## config.mk

```make
export PLATFORM = sky130hd
export DESIGN_NAME = pow_var_en_multi_cycle
export DESIGN_NICKNAME = d
export VERILOG_FILES = /design/src/rtl/pow_var_pkg.sv /design/src/rtl/pow_var_step.sv /design/src/rtl/pow_var_en_multi_cycle.sv
export SDC_FILE = /design/constraint.sdc
export NUM_CORES = 1
export LEC_CHECK = 0
export CAP_MARGIN = 5
export CORE_MARGIN = 4
export CORE_UTILIZATION = 35
export CTS_CLUSTER_SIZE = 16
export DETAILED_ROUTE_END_ITERATION = 7
export SETUP_SLACK_MARGIN = 0.05
export SLEW_MARGIN = 0
export SYNTH_ARGS = -nofsm -noshare
export SYNTH_HDL_FRONTEND = slang
export SYNTH_SLANG_ARGS = --single-unit
export TNS_END_PERCENT = 50
```

## constraint.sdc

```tcl
create_clock -name clk -period 4.7 [get_ports clk]
set_input_delay 0.94 -clock clk [delete_from_list [all_inputs] [get_ports clk]]
set_output_delay 0.94 -clock clk [all_outputs]
set_load 0.03 [all_outputs]
```

## src/rtl/pow_var_pkg.sv

```systemverilog
// Shared definitions for the variable-exponent power unit: FSM state encoding and default widths.
package pow_var_pkg;

    localparam int unsigned W_DEF  = 8;
    localparam int unsigned EW_DEF = 4;

    typedef enum logic [1:0] {
        IDLE = 2'd0,
        CALC = 2'd1,
        DONE = 2'd2
    } state_e;

endpackage

```

## src/rtl/pow_var_step.sv

```systemverilog
// One square-and-multiply step: consumes exponent bit 0, squares the base, shifts the exponent.
module pow_var_step
    import pow_var_pkg::*;
#(
    parameter int unsigned W  = W_DEF,
    parameter int unsigned EW = EW_DEF
) (
    input  logic [W-1:0]  acc,
    input  logic [W-1:0]  base,
    input  logic [EW-1:0] exp,
    output logic [W-1:0]  acc_next,
    output logic [W-1:0]  base_next,
    output logic [EW-1:0] exp_next,
    output logic          last
);

    // Products are sized to W bits, so the upper half is simply dropped (mod 2^W).
    always_comb begin
        acc_next  = exp[0] ? acc * base : acc;
        base_next = base * base;
        exp_next  = exp >> 1;
        last      = (exp_next == '0);
    end

endmodule

```

## src/rtl/pow_var_en_multi_cycle.sv

```systemverilog
// Multi-cycle res = n^e mod 2^W with clock enable and ready/valid request handshake.
// Define POW_VAR_FIXED_LATENCY_EN to make every calculation take exactly EW enabled cycles.
module pow_var_en_multi_cycle
    import pow_var_pkg::*;
#(
    parameter int unsigned W  = W_DEF,
    parameter int unsigned EW = EW_DEF
) (
    input  logic          clk,
    input  logic          rst_n,
    input  logic          clk_en,
    input  logic          n_vld,
    output logic          n_rdy,
    input  logic [W-1:0]  n,
    input  logic [EW-1:0] e,
    output logic          res_vld,
    output logic [W-1:0]  res
);

    state_e        state_q, state_d;
    logic [W-1:0]  acc_q, acc_d;
    logic [W-1:0]  base_q, base_d;
    logic [EW-1:0] exp_q, exp_d;
    logic          n_rdy_q, n_rdy_d;
    logic          res_vld_q, res_vld_d;

    logic [W-1:0]  acc_next, base_next;
    logic [EW-1:0] exp_next;
    logic          last;
    logic          step_done;

    pow_var_step #(
        .W  (W),
        .EW (EW)
    ) u_step (
        .acc       (acc_q),
        .base      (base_q),
        .exp       (exp_q),
        .acc_next  (acc_next),
        .base_next (base_next),
        .exp_next  (exp_next),
        .last      (last)
    );

`ifdef POW_VAR_FIXED_LATENCY_EN
    localparam int unsigned CW = $clog2(EW + 1);
    logic [CW-1:0] cnt_q, cnt_d;

    // The exponent keeps shifting in zeros after its top bit, so the extra steps leave acc unchanged.
    assign step_done = (cnt_q == CW'(EW - 1));
`else
    assign step_done = last;
`endif

    always_comb begin
        state_d = state_q;
        acc_d   = acc_q;
        base_d  = base_q;
        exp_d   = exp_q;
`ifdef POW_VAR_FIXED_LATENCY_EN
        cnt_d   = cnt_q;
`endif
        if (clk_en) begin
            case (state_q)
                IDLE, DONE: begin
                    if (n_vld) begin
                        acc_d   = W'(1);
                        base_d  = n;
                        exp_d   = e;
                        state_d = CALC;
`ifdef POW_VAR_FIXED_LATENCY_EN
                        cnt_d   = '0;
`endif
                    end else begin
                        state_d = IDLE;
                    end
                end
                CALC: begin
                    acc_d  = acc_next;
                    base_d = base_next;
                    exp_d  = exp_next;
`ifdef POW_VAR_FIXED_LATENCY_EN
                    cnt_d  = cnt_q + 1'b1;
`endif
                    if (step_done) begin
                        state_d = DONE;
                    end
                end
                default: state_d = IDLE;
            endcase
        end
        n_rdy_d   = (state_d != CALC);
        res_vld_d = (state_d == DONE);
    end

    always_ff @(posedge clk or negedge rst_n) begin
        if (!rst_n) begin
            state_q   <= IDLE;
            acc_q     <= '0;
            n_rdy_q   <= 1'b1;
            res_vld_q <= 1'b0;
`ifdef POW_VAR_FIXED_LATENCY_EN
            cnt_q     <= '0;
`endif
        end else begin
            state_q   <= state_d;
            acc_q     <= acc_d;
            n_rdy_q   <= n_rdy_d;
            res_vld_q <= res_vld_d;
`ifdef POW_VAR_FIXED_LATENCY_EN
            cnt_q     <= cnt_d;
`endif
        end
    end

    // Operand registers are always loaded on accept before use, so they carry no reset.
    always_ff @(posedge clk) begin
        base_q <= base_d;
        exp_q  <= exp_d;
    end

    assign n_rdy   = n_rdy_q;
    assign res_vld = res_vld_q;
    assign res     = acc_q;

endmodule
```

==> results of run 1 <==
## per-layer routing
layer,share of wire,wire (µm),global-route usage
met1,0.49,2350,0.176
met2,0.47,2280,0.205
met3,0.027,129,0.0117
met4,0.017,80,0.0377
met5,0,0,0
## worst register-to-register path, stage by stage, from the launching register on
cell	delay [ns]
sky130_fd_sc_hd__dfrtp_1	0.53
sky130_fd_sc_hd__nand2_1	0.13
sky130_fd_sc_hd__fa_1	0.46
sky130_fd_sc_hd__fa_1	0.55
sky130_fd_sc_hd__inv_1	0.05
sky130_fd_sc_hd__fa_1	0.47
sky130_fd_sc_hd__inv_1	0.05
sky130_fd_sc_hd__fa_1	0.53
sky130_fd_sc_hd__inv_1	0.04
sky130_fd_sc_hd__ha_1	0.31
sky130_fd_sc_hd__a21oi_1	0.15
sky130_fd_sc_hd__xnor3_1	0.22
sky130_fd_sc_hd__xnor3_1	0.35
sky130_fd_sc_hd__a22o_1	0.20
## power groups by stage
stage                     combinational [mW]  clock (mW)  sequential [mW]
final                                   1.16       0.186            0.402
after global routing                    1.35       0.195            0.414
after CTS                               1.18       0.189            0.403
after detailed placement                1.16           0            0.408
after global placement                  1.16           0            0.408
after floorplan                        0.847           0            0.428
## state kept, by name, indices dropped and copies added, names as in the netlist
signal / count
state_q: 2
exp_q: 4
base_q: 8
res: 8
res_vld: 1
n_rdy: 1
## cell type report
cell class,count,share of cell area
well taps,77,0.0342
flip-flops and latches,24,0.235
inverters,39,0.0520
repair buffers,26,0.0916
multi-input cells,182,0.562
clock buffers,3,0.0147
clock inverters,1,0.0107
## placed cells by master (no fill, tap or decap), drive strengths merged
cell type / netlist / final
ha: 27 / 27
clkbuf: 4 / 3
buf: 0 / 1
a21oi: 7 / 7
a22o: 7 / 7
xnor3: 2 / 2
and2b: 1 / 1
o21ai: 7 / 7
and3: 1 / 1
edfxtp: 12 / 12
nand2b: 2 / 2
xor2: 6 / 6
nor2b: 2 / 2
conb: 1 / 2
nand3b: 1 / 1
inv: 39 / 39
clkdlybuf4s50: 0 / 25
dfstp: 1 / 1
bufinv: 0 / 1
nor2: 3 / 3
nor4: 1 / 1
fa: 20 / 20
a21o: 5 / 5
xnor2: 15 / 15
and2: 30 / 30
nor3b: 1 / 1
nand2: 41 / 41
dfrtp: 11 / 11
o22ai: 1 / 1
## worst paths after layout
kind                         endpoint  slack [ns]  depth (start not counted)
max in group asynchronous       n_rdy        3.31                          1
min in group asynchronous  state_q[1]        1.01                          1
hold reg to reg                res[0]        0.50                          1
setup / recovery               res[7]        0.56                         13
setup reg to reg               res[7]        0.56                         13
hold / removal                 res[0]        0.50                          1
## cells by family (layout without fill, tap and decap cells)
logic type	Yosys count	in the layout	synth area share
flops	24	24	0.276
fa+ha+maj	47	47	0.308
other cells	1	2	0.00156
buf+inv	43	69	0.0673
simple gates	83	83	0.179
xor+xnor	23	23	0.0954
compound gates	27	27	0.0730
## through the flow
stage | cells | cell area (µm²)
CTS | 352 | 2810
detailed placement | 348 | 2740
global placement | 348 | 2740
floorplan | 249 | 2400
finish | 352 | 2810
global route | 352 | 2810
==> impl_metrics.toml, run 1 <==
[timing]
tightest_slew_ns = 0.559
shortest_period_the_worst_path_allows_ns = 4.14
hold_ws_ns = 0.502
maxSlewViolCount = 0
maximum_achievable_frequency_mhz = 242
period_share = 0.881
slew_headroom = 0.626
worst_clock_skew_ns = 0.0123
finalSetupViolations = 0
worst_slack_ns = 0.560
rsz0062_at_grt = "false"
timing.setup.tns_ns = 0
timing.final.hold_violations = 0

[cts]
clk_latency_ns = 0.28
cts_tree = "built"
clkSlewWorstSetupHoldPaths_ns = 0.10
cts.htree.levels = 1
cts_root_buffer = "sky130_fd_sc_hd__clkbuf_8"
tritoncts.num_buffers = 3
post_cts.repair.setup_buffers = 0
hold_fix_buffer_count_after_cts = 0
cts.sink_count = 24
cts.repair.resized = 0
cts_max_path_buffers = 2

[setup_path]
sequence_of_cells_on_the_critical_path = "nand2_1 -> fa_1 -> fa_1 -> inv_1 -> fa_1 -> inv_1 -> fa_1 -> inv_1 -> ha_1 -> a21oi_1 -> xnor3_1 -> xnor3_1 -> a22o_1"
crit_top_cell = "sky130_fd_sc_hd__fa_1"
crit_path_top_delay_cell = "sky130_fd_sc_hd__fa_1"
setup.worst_path.end_class = "flip-flop"
slowest_delay_ns = 0.55
start_of_the_worst_register_to_register_path = "res[1]"
timing.setup.critical_path_class = "flip-flop to flip-flop"
cpLargestDelayFamily = "adder cells"
critical_path_arrival_ns = 4.30
worst-endpoint-required_ns = 4.86
critical_path.max_fanout = 9
worstSetupStartpoint = "res[1]"
buffering_stage_count_on_the_worst_path_with_inverters_included = 3
cp-start-kind = "flip-flop"

[floorplan]
core_um2 = 6490
fp.dieH_um = 90.8
floorplan.die.width_um = 90.8
fp-row-count = 29
boundaryPins = 26
dieArea_um2 = 8250
start_util = 0.369

[detailed_routing]
wl_per_cell_um = 13.7
detailed_routing_iterations_pass_1 = 4
drtIter0Drc = 105
route.detailed.vias_per_inst = 4.74
drtAntennaViolNets = 0
drc = 0
routed_wirelength_mm = 4.84
vias = 1668

[power_and_ir_drop]
swShare = 0.442
seq_pwr_share = 0.230
clock_share_of_power = 0.107
power.net_switching_mw = 0.771
power_leakage_nw = 1.38
comb_pwr_share = 0.663
post-layout-total-power_mw = 1.74
pwr_density_cell_nw_per_um2 = 620
power_report.internal_total_mw = 0.973
vdd_drop_max_uv = 196

[grt]
grt_util_all_layers = 0.126
grt_overflow = 0
grt_pass1_wl_mm = 8.42
grt_start_max_net_pins = 17
initial_antenna_violation_count = 0
first_global_vias = 1772

[placement]
placement.setup.worst_slack_ns = 0.562
dp_hpwl_mm = 3.85
port-buffer-count = 25
place.gp.congestion = 0.731

[outcome]
status = "finished clean"

[yosys]
synth.avg_cell_area_um2 = 9.68
ys_top_cells_by_area = "sky130_fd_sc_hd__fa_1 (17%), sky130_fd_sc_hd__edfxtp_1 (15%), sky130_fd_sc_hd__ha_1 (14%)"
synthDominantCellAreaShare = 0.167
postSynthCellCount = 248
asyncSetResetFlopFracSynth = 0.500
ys_seq_elements = 24
post_synth_instance_area_um2 = 2400
yosys_most_used_dff = "sky130_fd_sc_hd__edfxtp_1"
synth.cells.most_frequent = "sky130_fd_sc_hd__inv_1 (39), sky130_fd_sc_hd__nand2_1 (39), sky130_fd_sc_hd__ha_1 (27)"
synth_top_area_cell = "sky130_fd_sc_hd__fa_1"
ys_warnings = 0
synth_seq_area_share = 0.276
synth.lib_cells_used.distinct = 30
synth-edff-count = 12

[job]
maxCapViolCount = 0

[layout]
fraction_of_final_layout_cells_with_drive_strength_greater_than_1 = 0.0509
finalNetCount = 339
seqCellArea_um2 = 662
area_growth_syn_to_layout_pct = 17.3
num_antenna_cells = 0
multi_input_area_um2 = 1580
fillerInstances = 610
fin_util = 0.433

[worst_hold_path]
hold_class = "flip-flop to flip-flop"
timing.hold.worst.start = "state_q[0]"
Note: power is estimated with default switching activity, not from simulation.
==> run 2: changes to the inputs <==
--- a/config.mk
+++ b/config.mk
@@ -8,6 +8,7 @@
 export CAP_MARGIN = 5
 export CORE_MARGIN = 4
 export CORE_UTILIZATION = 35
+export CTS_BUF_LIST = sky130_fd_sc_hd__clkbuf_16
 export CTS_CLUSTER_SIZE = 16
 export DETAILED_ROUTE_END_ITERATION = 7
 export SETUP_SLACK_MARGIN = 0.05
==> constraint.sdc (replaced) <==
create_clock -name clk -period 4.7 [get_ports clk]
set_input_delay 0.94 -clock clk [delete_from_list [all_inputs] [get_ports clk]]
set_output_delay 0.94 -clock clk [all_outputs]
set_load 0.05 [all_outputs]
==> impl_metrics.toml, run 2 (same netlist as run 1, synthesis figures left out) <==
[worst_hold_path]
hold_class = "flip-flop to flip-flop"
whs_path_depth = 1
holdPathEnd = "res[0]"
timing.hold.worst.start = "state_q[0]"

[setup_path]
worstReg2RegEnd = "res[7]"
crit_path_top_delay_cell = "sky130_fd_sc_hd__fa_1"
sequence_of_cells_on_the_critical_path = "nand2_1 -> fa_1 -> fa_1 -> inv_1 -> fa_1 -> inv_1 -> fa_1 -> inv_1 -> ha_1 -> a21oi_1 -> xnor3_1 -> xnor3_1 -> a22o_1"
crit_top_cell = "sky130_fd_sc_hd__fa_1"
slowest_delay_ns = 0.55
reg2reg_depth = 13
worst-endpoint-required_ns = 4.85
start_of_the_worst_register_to_register_path = "res[1]"
timing.setup.critical_path_class = "flip-flop to flip-flop"
cp-start-kind = "flip-flop"
worstSetupPathDepth = 13
worst_reg_to_reg_setup_slack_ns = 0.57
critical_path.max_fanout = 9
cpLargestDelayFamily = "adder cells"
setup.worst_path.end_class = "flip-flop"
buffering_stage_count_on_the_worst_path_with_inverters_included = 3
critical_path_arrival_ns = 4.28

[outcome]
status = "finished clean"

[grt]
first_global_vias = 1783
grt_start_max_net_pins = 17
grt_pass1_wl_mm = 8.46
initial_antenna_violation_count = 0
grt_util_all_layers = 0.126
grt_overflow = 0

[layout]
seqCellArea_um2 = 662
finalNetCount = 339
multi_input_area_um2 = 1580
num_antenna_cells = 0
fraction_of_final_layout_cells_with_drive_strength_greater_than_1 = 0.0509
mostFrequentLayoutCells = "sky130_fd_sc_hd__nand2_1 (39), sky130_fd_sc_hd__inv_1 (39), sky130_fd_sc_hd__ha_1 (27)"
fillerInstances = 602
stdcell_area_um2 = 2850
area_growth_syn_to_layout_pct = 18.7

[cts]
cts_tree = "built"
clk_latency_ns = 0.26
tritoncts.num_buffers = 3
cts.sink_count = 24
cts.repair.resized = 0
clkSlewWorstSetupHoldPaths_ns = 0.07
cts_max_path_buffers = 2
hold_fix_buffer_count_after_cts = 0
post_cts.repair.setup_buffers = 0
cts.htree.levels = 1
cts_root_buffer = "sky130_fd_sc_hd__clkbuf_16"

[timing]
maxSlewViolCount = 0
tightest_slew_ns = 0.548
hold_ws_ns = 0.497
shortest_period_the_worst_path_allows_ns = 4.13
timing.setup.tns_ns = 0
rsz0062_at_grt = "false"
period_share = 0.878
finalSetupViolations = 0
maximum_achievable_frequency_mhz = 242
timing.final.hold_violations = 0
slew_headroom = 0.632
worst_clock_skew_ns = 0.00693

[detailed_routing]
route.detailed.vias_per_inst = 4.73
routed_wirelength_mm = 4.84
detailed_routing_iterations_pass_1 = 4
drtAntennaViolNets = 0
wl_per_cell_um = 13.8
drtIter0Drc = 71
drc = 0
vias = 1665

[placement]
dp_hpwl_mm = 3.85
place.gp.congestion = 0.731
port-buffer-count = 25
post_dp_cell_area_um2 = 2740

[power_and_ir_drop]
pwr_density_cell_nw_per_um2 = 650
vdd_drop_max_uv = 211
power_leakage_nw = 1.39
post-layout-total-power_mw = 1.85

[floorplan]
fp-row-count = 29
start_util = 0.369
core_um2 = 6490
fp.dieH_um = 90.8
boundaryPins = 26
floorplan.die.width_um = 90.8
dieArea_um2 = 8250

[job]
maxCapViolCount = 0
==> run 2: worst max path at each step <==
stage | start | end | slack, ns
global placement | res[1] | res[7] | 0.62
floorplan | res[1] | res[7] | 0.39
finish | res[1] | res[7] | 0.57
global route | res[1] | res[7] | 0.38
detailed placement | res[1] | res[7] | 0.56
CTS | res[1] | res[7] | 0.55
==> run 2: metrics by stage <==
step,setup slack (ns),std cells,util
2_1_floorplan,0.385,249,-
3_3_place_gp,0.616,348,0.422
3_5_place_dp,0.562,348,0.422
4_1_cts,0.551,352,0.438
5_1_grt,0.381,352,0.438
6_report,0.572,352,0.438
==> run 2: cell type report <==
type | instances | area share
multi-input cells | 182 | 0.555
flip-flops and latches | 24 | 0.232
repair buffers | 26 | 0.0905
inverters | 39 | 0.0514
well taps | 77 | 0.0338
clock buffers | 3 | 0.0264
clock inverters | 1 | 0.0105
==> run 2: metal layers <==
metal  track usage  part of all wire
met2         0.206              0.48
met4        0.0339             0.012
met5             0                 0
met1         0.175              0.48
met3        0.0167             0.025
==> run 2: power by group <==
group | switching, mW | internal (mW)
clock | 0.0767 | 0.169
combinational | 0.650 | 0.554
sequential | 0.0962 | 0.305
==> run 3: changes to the inputs <==
==> constraint.sdc (replaced) <==
create_clock -name clk -period 3.35 [get_ports clk]
set_input_delay 0.67 -clock clk [delete_from_list [all_inputs] [get_ports clk]]
set_output_delay 0.67 -clock clk [all_outputs]
set_load 0.05 [all_outputs]
==> impl_metrics.toml, run 3 (same netlist as run 1, synthesis figures left out) <==
[power_and_ir_drop]
power_report.internal_total_mw = 1.77
vdd_drop_max_uv = 523
clock_share_of_power = 0.114
pwr_density_cell_nw_per_um2 = 954
comb_pwr_share = 0.712
power_leakage_nw = 1.56
seq_pwr_share = 0.174
power.net_switching_mw = 1.30
swShare = 0.422

[floorplan]
core_um2 = 6490
fp-row-count = 29
floorplan.die.width_um = 90.8
boundaryPins = 26
fp.dieH_um = 90.8
start_util = 0.369
dieArea_um2 = 8250

[timing]
maximum_achievable_frequency_mhz = 280
finalSetupViolations = 4
timing.setup.tns_ns = -0.566
worst_clock_skew_ns = 0.00191
shortest_period_the_worst_path_allows_ns = 3.57
slew_headroom = 0.593
tightest_slew_ns = 0.609
period_share = 1.07
maxSlewViolCount = 0
worst_slack_ns = -0.224
timing.final.hold_violations = 0
rsz0062_at_grt = "true"

[layout]
area_growth_syn_to_layout_pct = 34.0
stdcell_area_um2 = 3220
fin_util = 0.495
fraction_of_final_layout_cells_with_drive_strength_greater_than_1 = 0.250
finalNetCount = 372
mostFrequentLayoutCells = "sky130_fd_sc_hd__inv_1 (36), sky130_fd_sc_hd__nand2_1 (33), sky130_fd_sc_hd__buf_4 (32)"
num_antenna_cells = 0
layout_commonest_cell = "sky130_fd_sc_hd__inv_1"

[worst_hold_path]
hold_class = "flip-flop to flip-flop"
whs_path_depth = 1
timing.hold.worst.start = "state_q[0]"

[outcome]
violations = "setup timing"
status = "complete, but fails checks"

[detailed_routing]
drtAntennaViolNets = 0
drc = 0
detailed_routing_iterations_pass_1 = 4
drtIter0Drc = 75
wl_per_cell_um = 13.3
vias = 1818
route.detailed.vias_per_inst = 4.72
routed_wirelength_mm = 5.13

[grt]
grt_util_all_layers = 0.133
grt_overflow = 0
initial_antenna_violation_count = 0
grt_pass1_wl_mm = 8.94
grt_start_max_net_pins = 17
first_global_vias = 1904

[setup_path]
worst_setup_path_endpoint = "res[7]"
buffering_stage_count_on_the_worst_path_with_inverters_included = 4
setup.worst_path.end_class = "flip-flop"
slowest_delay_ns = 0.50
worst-endpoint-required_ns = 3.50
cp-start-kind = "flip-flop"
worstReg2RegEnd = "res[7]"
critical_path_arrival_ns = 3.72
worstSetupStartpoint = "base_q[4]"
reg2reg_depth = 15
start_of_the_worst_register_to_register_path = "base_q[4]"
timing.setup.critical_path_class = "flip-flop to flip-flop"
worst_reg_to_reg_setup_slack_ns = -0.22
worstSetupPathDepth = 15
critical_path.max_fanout = 4
crit_path_top_delay_cell = "sky130_fd_sc_hd__fa_1"
sequence_of_cells_on_the_critical_path = "buf_6 -> nand2_2 -> fa_2 -> inv_1 -> fa_1 -> ha_1 -> inv_1 -> fa_1 -> inv_2 -> ha_4 -> a21o_1 -> a21oi_2 -> xnor3_1 -> xnor3_1 -> a22o_1"
cpLargestDelayFamily = "adder cells"

[placement]
port-buffer-count = 25
place.gp.congestion = 0.804
post_dp_cell_area_um2 = 3050
dp_hpwl_mm = 4.27

[cts]
cts_max_path_buffers = 2
tritoncts.num_buffers = 3
cts.sink_count = 24
cts_tree = "built"
cts.htree.levels = 1
cts_root_buffer = "sky130_fd_sc_hd__clkbuf_16"
clkSlewWorstSetupHoldPaths_ns = 0.07
clk_latency_ns = 0.26

[job]
maxCapViolCount = 0
[run 3: power by group through the flow]
stage,combinational (mW),sequential [mW],clock [mW]
floorplan,1.28,0.683,0
global route,2.44,0.548,0.369
global placement,2.08,0.536,0
detailed placement,2.11,0.539,0
finish,2.19,0.534,0.351
CTS,2.18,0.535,0.360
[run 3: layout make-up]
type	instances	area, µm²
well taps	77	96.3
multi-input cells	182	1690
fillers	608	3280
clock buffers	3	75.1
flip-flops and latches	24	671
clock inverters	1	30.0
inverters	39	146
repair buffers	59	513
[run 3: worst min-delay path by stage]
stage                  end  slack, ns
detailed placement  res[0]       0.47
floorplan           res[0]       0.37
finish              res[0]       0.50
CTS                 res[0]       0.49
global placement    res[0]       0.48
global route        res[0]       0.54
[run 3: layer usage]
metal / global-route usage / part of all wire / up-vias
met5: 0 / 0 / -
met4: 0.0188 / 0.0053 / 0
met3: 0.0175 / 0.027 / 4
met2: 0.232 / 0.48 / 27
met1: 0.180 / 0.49 / 880
li1: - / - / 907
[run 3: repair_timing]
action / in CTS / in global routing
pin swaps: 9 / 4
hold buffers: 0 / 0
setup endpoints to repair: 5 / 5
gates resized for setup: 8 / 4
cloned: 0 / 0
buffers inserted: 2 / 0
[run 3: metrics by stage]
stage / hold slack, ns / setup WS, ns / power [mW] / instances
2_1_floorplan: 0.374 / -0.247 / 1.96 / 249
3_3_place_gp: 0.483 / -0.242 / 2.61 / 379
3_5_place_dp: 0.474 / -0.295 / 2.64 / 379
4_1_cts: 0.489 / -0.254 / 3.07 / 385
5_1_grt: 0.538 / -0.369 / 3.36 / 385
6_report: 0.501 / -0.224 / 3.07 / 385
[run 3: worst reg2reg max path, delay by kind of cell, from the launching register on]
kind | cells | cell delay [ns]
buffers and inverters | 4 | 0.33
and+or+nand+nor | 1 | 0.06
AOI/OAI and AO/OA | 3 | 0.48
DFF | 1 | 0.38
adders and majority gates | 5 | 1.81
xor gates and xnor gates | 2 | 0.41
==> RTL change 1: new RTL, settings of run 1 <==
Re-encode `state_e` (3 states) as one-hot, 3 bits wide.
--- a/src/rtl/pow_var_pkg.sv
+++ b/src/rtl/pow_var_pkg.sv
@@ -4,10 +4,10 @@
     localparam int unsigned W_DEF  = 8;
     localparam int unsigned EW_DEF = 4;
 
-    typedef enum logic [1:0] {
-        IDLE = 2'd0,
-        CALC = 2'd1,
-        DONE = 2'd2
+    typedef enum logic [2:0] {
+        IDLE = 3'b001,
+        CALC = 3'b010,
+        DONE = 3'b100
     } state_e;
 
 endpackage
Check against the original RTL: same outputs for any inputs over 4 cycles, from zero or initial values and one cycle with rst_n low; so few cycles prove little.
==> RTL change 1 against run 1 <==
Global-route usage fell by 0.15 points; synthesized area rose by 2.9%; wire length fell by 1.4%; worst setup slack got worse by 0.016 ns; total power fell by 19%; final area rose by 1.9%; highest routed layer unchanged; largest power group unchanged; combinational power fell by 22%; sequential cell count rose by 1.
==> RTL change 1: results (changes against run 1) <==
- Sw Pwr: 0.6254 mW (was 0.7710 mW)
- Final wirelength: 4.769 mm (was 4.835 mm)
- Outcome: complete, no violations (unchanged)
- Cells on Worst Hold Path: 2 (was 1)
- Seq/Total Area, Yosys: 27.88% (was 27.58%)
- Synth cell types: 34 (was 30)
- Largest net degree at the start of global routing: 19 (was 17)
- Vias/cell: 4.460 (was 4.739)
- Clock-pin slew on the worst setup and hold paths: 0.08 ns (was 0.10 ns)
- Worst EP arrival: 4.32 ns (was 4.30 ns)
- Placed cells: 379 (was 348)
- Filler cell count: 704 (was 610)
- Worst vdd ir: 0.2132 mV (was 0.1964 mV)
- GP Congestion: 0.8127 (was 0.7314)
- ClkCell Share: 1.702% (was 2.534%)
- Share of cells above drive strength 1: 4.181% (was 5.091%)
- Worst slew pin tran: 1.086 ns (was 0.5589 ns)
- HPWL after detailed placement: 3.807 mm (was 3.851 mm)
- #MultiIn Comb: 192 (was 182)
- Worst Hold Endpoint: exp_q[2]$_DFFE_PP_ (was res[0]$_DFFE_PN0P_)
- Metal-1 WL: 2.480 mm (was 2.349 mm)
- Minimum clock period: 4.156 ns (was 4.140 ns)
- Multi-input combinational area share: 55.89% (was 56.16%)
- Clock sinks: 25 (was 24)
- GR Util met3: 1.231% (was 1.167%)
RTL change 1: changes by cell type after synthesis, sizes merged, moves of 2 or more:
cell,delta
o21ai,+3
a22o,-5
nand2,+10
buf,+2
nand2b,-2
and2,-2
or3,+2
RTL change 1: kinds of logic after synthesis:
group	count (synthesis)	synth area share [%]
other	1	0.1519
xor gates and xnor gates	24	9.630
adders and majority gates	47	29.90
AOI/OAI and AO/OA	26	6.438
DFF	25	27.88
and+or+nand+nor	93	18.65
buffers and inverters	47	7.349
RTL change 1: worst max-delay path: stages, from the launching register on:
cell and delay [ns]:
dfrtp_1 0.52, nand2_1 0.13, fa_1 0.45, fa_1 0.54
inv_1 0.05, fa_1 0.47, inv_1 0.05, fa_1 0.53
inv_1 0.04, ha_1 0.31, a21oi_1 0.16, xnor3_1 0.23
xnor3_1 0.37, a22o_1 0.20
==> RTL change 2: new RTL, config.mk and constraints of run 1 <==
Without the edit above. `W_DEF`: 8 -> 10.
--- a/src/rtl/pow_var_pkg.sv
+++ b/src/rtl/pow_var_pkg.sv
@@ -1,7 +1,7 @@
 // Shared definitions for the variable-exponent power unit: FSM state encoding and default widths.
 package pow_var_pkg;
 
-    localparam int unsigned W_DEF  = 8;
+    localparam int unsigned W_DEF  = 10;
     localparam int unsigned EW_DEF = 4;
 
     typedef enum logic [1:0] {
Interface: changed (resized n and res); port bits go from 26 to 30. No check against the original RTL was run, so the function may have changed too.
==> RTL change 2 against run 1 <==
Total power up 91%; synthesized area up 52%; clock skew down 0.0042 ns; global-route usage up 0.96 points; worst setup slack worse by 0.36 ns; wire length up 60%; count of clock-buffer cells in the layout up 1; via count up 60%; sequential cell count up 4; die area up 47%; final area up 53%; largest cell class unchanged; synthesized cell count up 63%.
==> RTL change 2: results (changes against run 1) <==
- Highest cell delay on the worst timing path: 0.53 ns (was 0.55 ns)
- Lkg Pwr: 2.087 nW (was 1.378 nW)
- Port buffer count: 29 (was 25)
- Max layer used: met3 (was met4)
- Reg2reg setup slack: 0.20 ns (was 0.56 ns)
- Area growth syn-to-layout: 17.99% (was 17.26%)
- Skew final: 0.008036 ns (was 0.01225 ns)
- GR Util met2: 23.92% (was 20.51%)
- Largest net degree at the start of global routing: 22 (was 17)
- Final period util: 95.68% (was 88.08%)
- Filler cell count: 960 (was 610)
- Global-route wire length before repair: 13.15 mm (was 8.418 mm)
- Final wirelength: 7.756 mm (was 4.835 mm)
- Cell Area, Placed: 4100 µm² (was 2743 µm²)
- Vias in the first global route: 2786 (was 1772)
- Met1 Track Usage GR: 18.80% (was 17.64%)
- Setup tns final: 0 ns (unchanged)
- Post-synth top flop: edfxtp_1 (unchanged)
- Seq/Total Area, Yosys: 21.18% (was 27.58%)
- Pre-CTS WS: 0.06992 ns (was 0.5622 ns)
- Synth cell count leaders: nand2_1 (77), inv_1 (69), ha_1 (44), fa_1 (40), and2_1 (28) (was inv_1 (39), nand2_1 (39), ha_1 (27), and2_1 (25), fa_1 (20))
- Drt first pass iters: 4 (unchanged)
- Congestion Overflow GR: 0 (unchanged)
- Initial antenna violation count: 0 (unchanged)
- Syn_nets: 505
- Yosys warns: 0 (unchanged)
- Clk_lat worst skew: 0.28 ns (about the same)
- CTS max path bufs: 2 (unchanged)
- CTS Root Cell: clkbuf_8 (unchanged)
- Total GRT Usage: 13.52% (was 12.55%)
- Top cells by area, synth: fa_1 (22%), ha_1 (15%), edfxtp_1 (12%), dfrtp_1 (8.9%), nand2_1 (7.9%) (was fa_1 (17%), edfxtp_1 (15%), ha_1 (14%), dfrtp_1 (11%), and2_1 (6.5%))
- Hold_ws: 0.5572 ns (was 0.5024 ns)
- Ys async rst share: 50.00% (unchanged)
- Worst vdd ir: 0.3004 mV (was 0.1964 mV)
- GR Util met3: 1.281% (was 1.167%)
- Met3 WL post-DR: 176 µm (was 129 µm)
- Num CTS Buffers: 3 (unchanged)
- Initial DRC count: 98 (was 105)
- Post-Syn Instances: 403 (was 248)
- CP max-delay cell: fa_1 (unchanged)
- DR vias: 2664 (was 1668)
- Outcome: complete, no violations (unchanged)
- Nets: 546 (was 339)
- H-tree lvl count: 1 (unchanged)
- HPWL after detailed placement: 6.422 mm (was 3.851 mm)
- Worst slew pin tran: 0.6701 ns (was 0.5589 ns)
- DR WL/cell: 13.47 µm (was 13.74 µm)
- Number of flops mapped to enable cells by yosys: 14 (was 12)
- WL met2: 3.876 mm (was 2.275 mm)
- Share of cells above drive strength 1: 9.481% (was 5.091%)
- Critical-path maximum fanout: 6 (was 9)
- GP Congestion: 0.8404 (was 0.7314)
- Placed cells: 560 (was 348)
- Clock-pin slew on the worst setup and hold paths: 0.10 ns (about the same)
- Synth cell types: 42 (was 30)
- Metal-1 WL: 3.703 mm (was 2.349 mm)
-- RTL change 2: cell types whose count changed in the layout (fill, tap and decap cells not counted), sizes merged, moves of 3 or more --
cell / before / now
fa: 20 / 40
a21o: 5 / 2
nor2b: 2 / 7
inv: 39 / 69
xnor2: 15 / 23
clkdlybuf4s50: 25 / 29
o21ai: 7 / 19
ha: 27 / 44
a22o: 7 / 2
nand2: 41 / 79
buf: 1 / 21
-- RTL change 2: worst paths after layout --
check	start	to	cells after the start
min	exp_q[1]$_DFFE_PP_	exp_q[0]$_DFFE_PP_	2
min in group asynchronous	rst_n	res[5]$_DFFE_PN0P_	1
max reg2reg	base_q[3]$_DFFE_PP_	res[9]$_DFFE_PN0P_	15
min reg2reg	exp_q[1]$_DFFE_PP_	exp_q[0]$_DFFE_PP_	2
max in group asynchronous	rst_n	res[3]$_DFFE_PN0P_	1
max	base_q[3]$_DFFE_PP_	res[9]$_DFFE_PN0P_	15
-- RTL change 2: timing repair --
action	4_1_cts	5_1_grt
gates resized for setup	0	12
pin swaps	0	5
gates cloned	0	0
endpoints found under the setup margin	1	4
setup buffers	2	10
-- RTL change 2: area by class of cell --
class	count	area share, %
clock buffer	4	1.047
timing repair buffer	50	10.71
tap	133	3.870
multi-input combinational	292	60.34
sequential	28	18.01
inverter	69	6.023
-- RTL change 2: kinds of logic (layout without fill, tap and decap cells) --
logic type	count (synthesis)	count (layout)	share of synthesized area, %
xor gates and xnor gates	32	32	8.067
and+or+nand+nor	132	132	17.06
DFF	28	28	21.18
adders and majority gates	84	84	37.08
buffers and inverters	83	123	8.994
AOI/OAI and AO/OA	44	44	7.621
-- RTL change 2: power breakdown --
group | internal [mW] | switching [mW]
clock | 0.0608 | 0.0771
combinational | 1.31 | 1.40
sequential | 0.371 | 0.123
total | 1.74 | 1.60
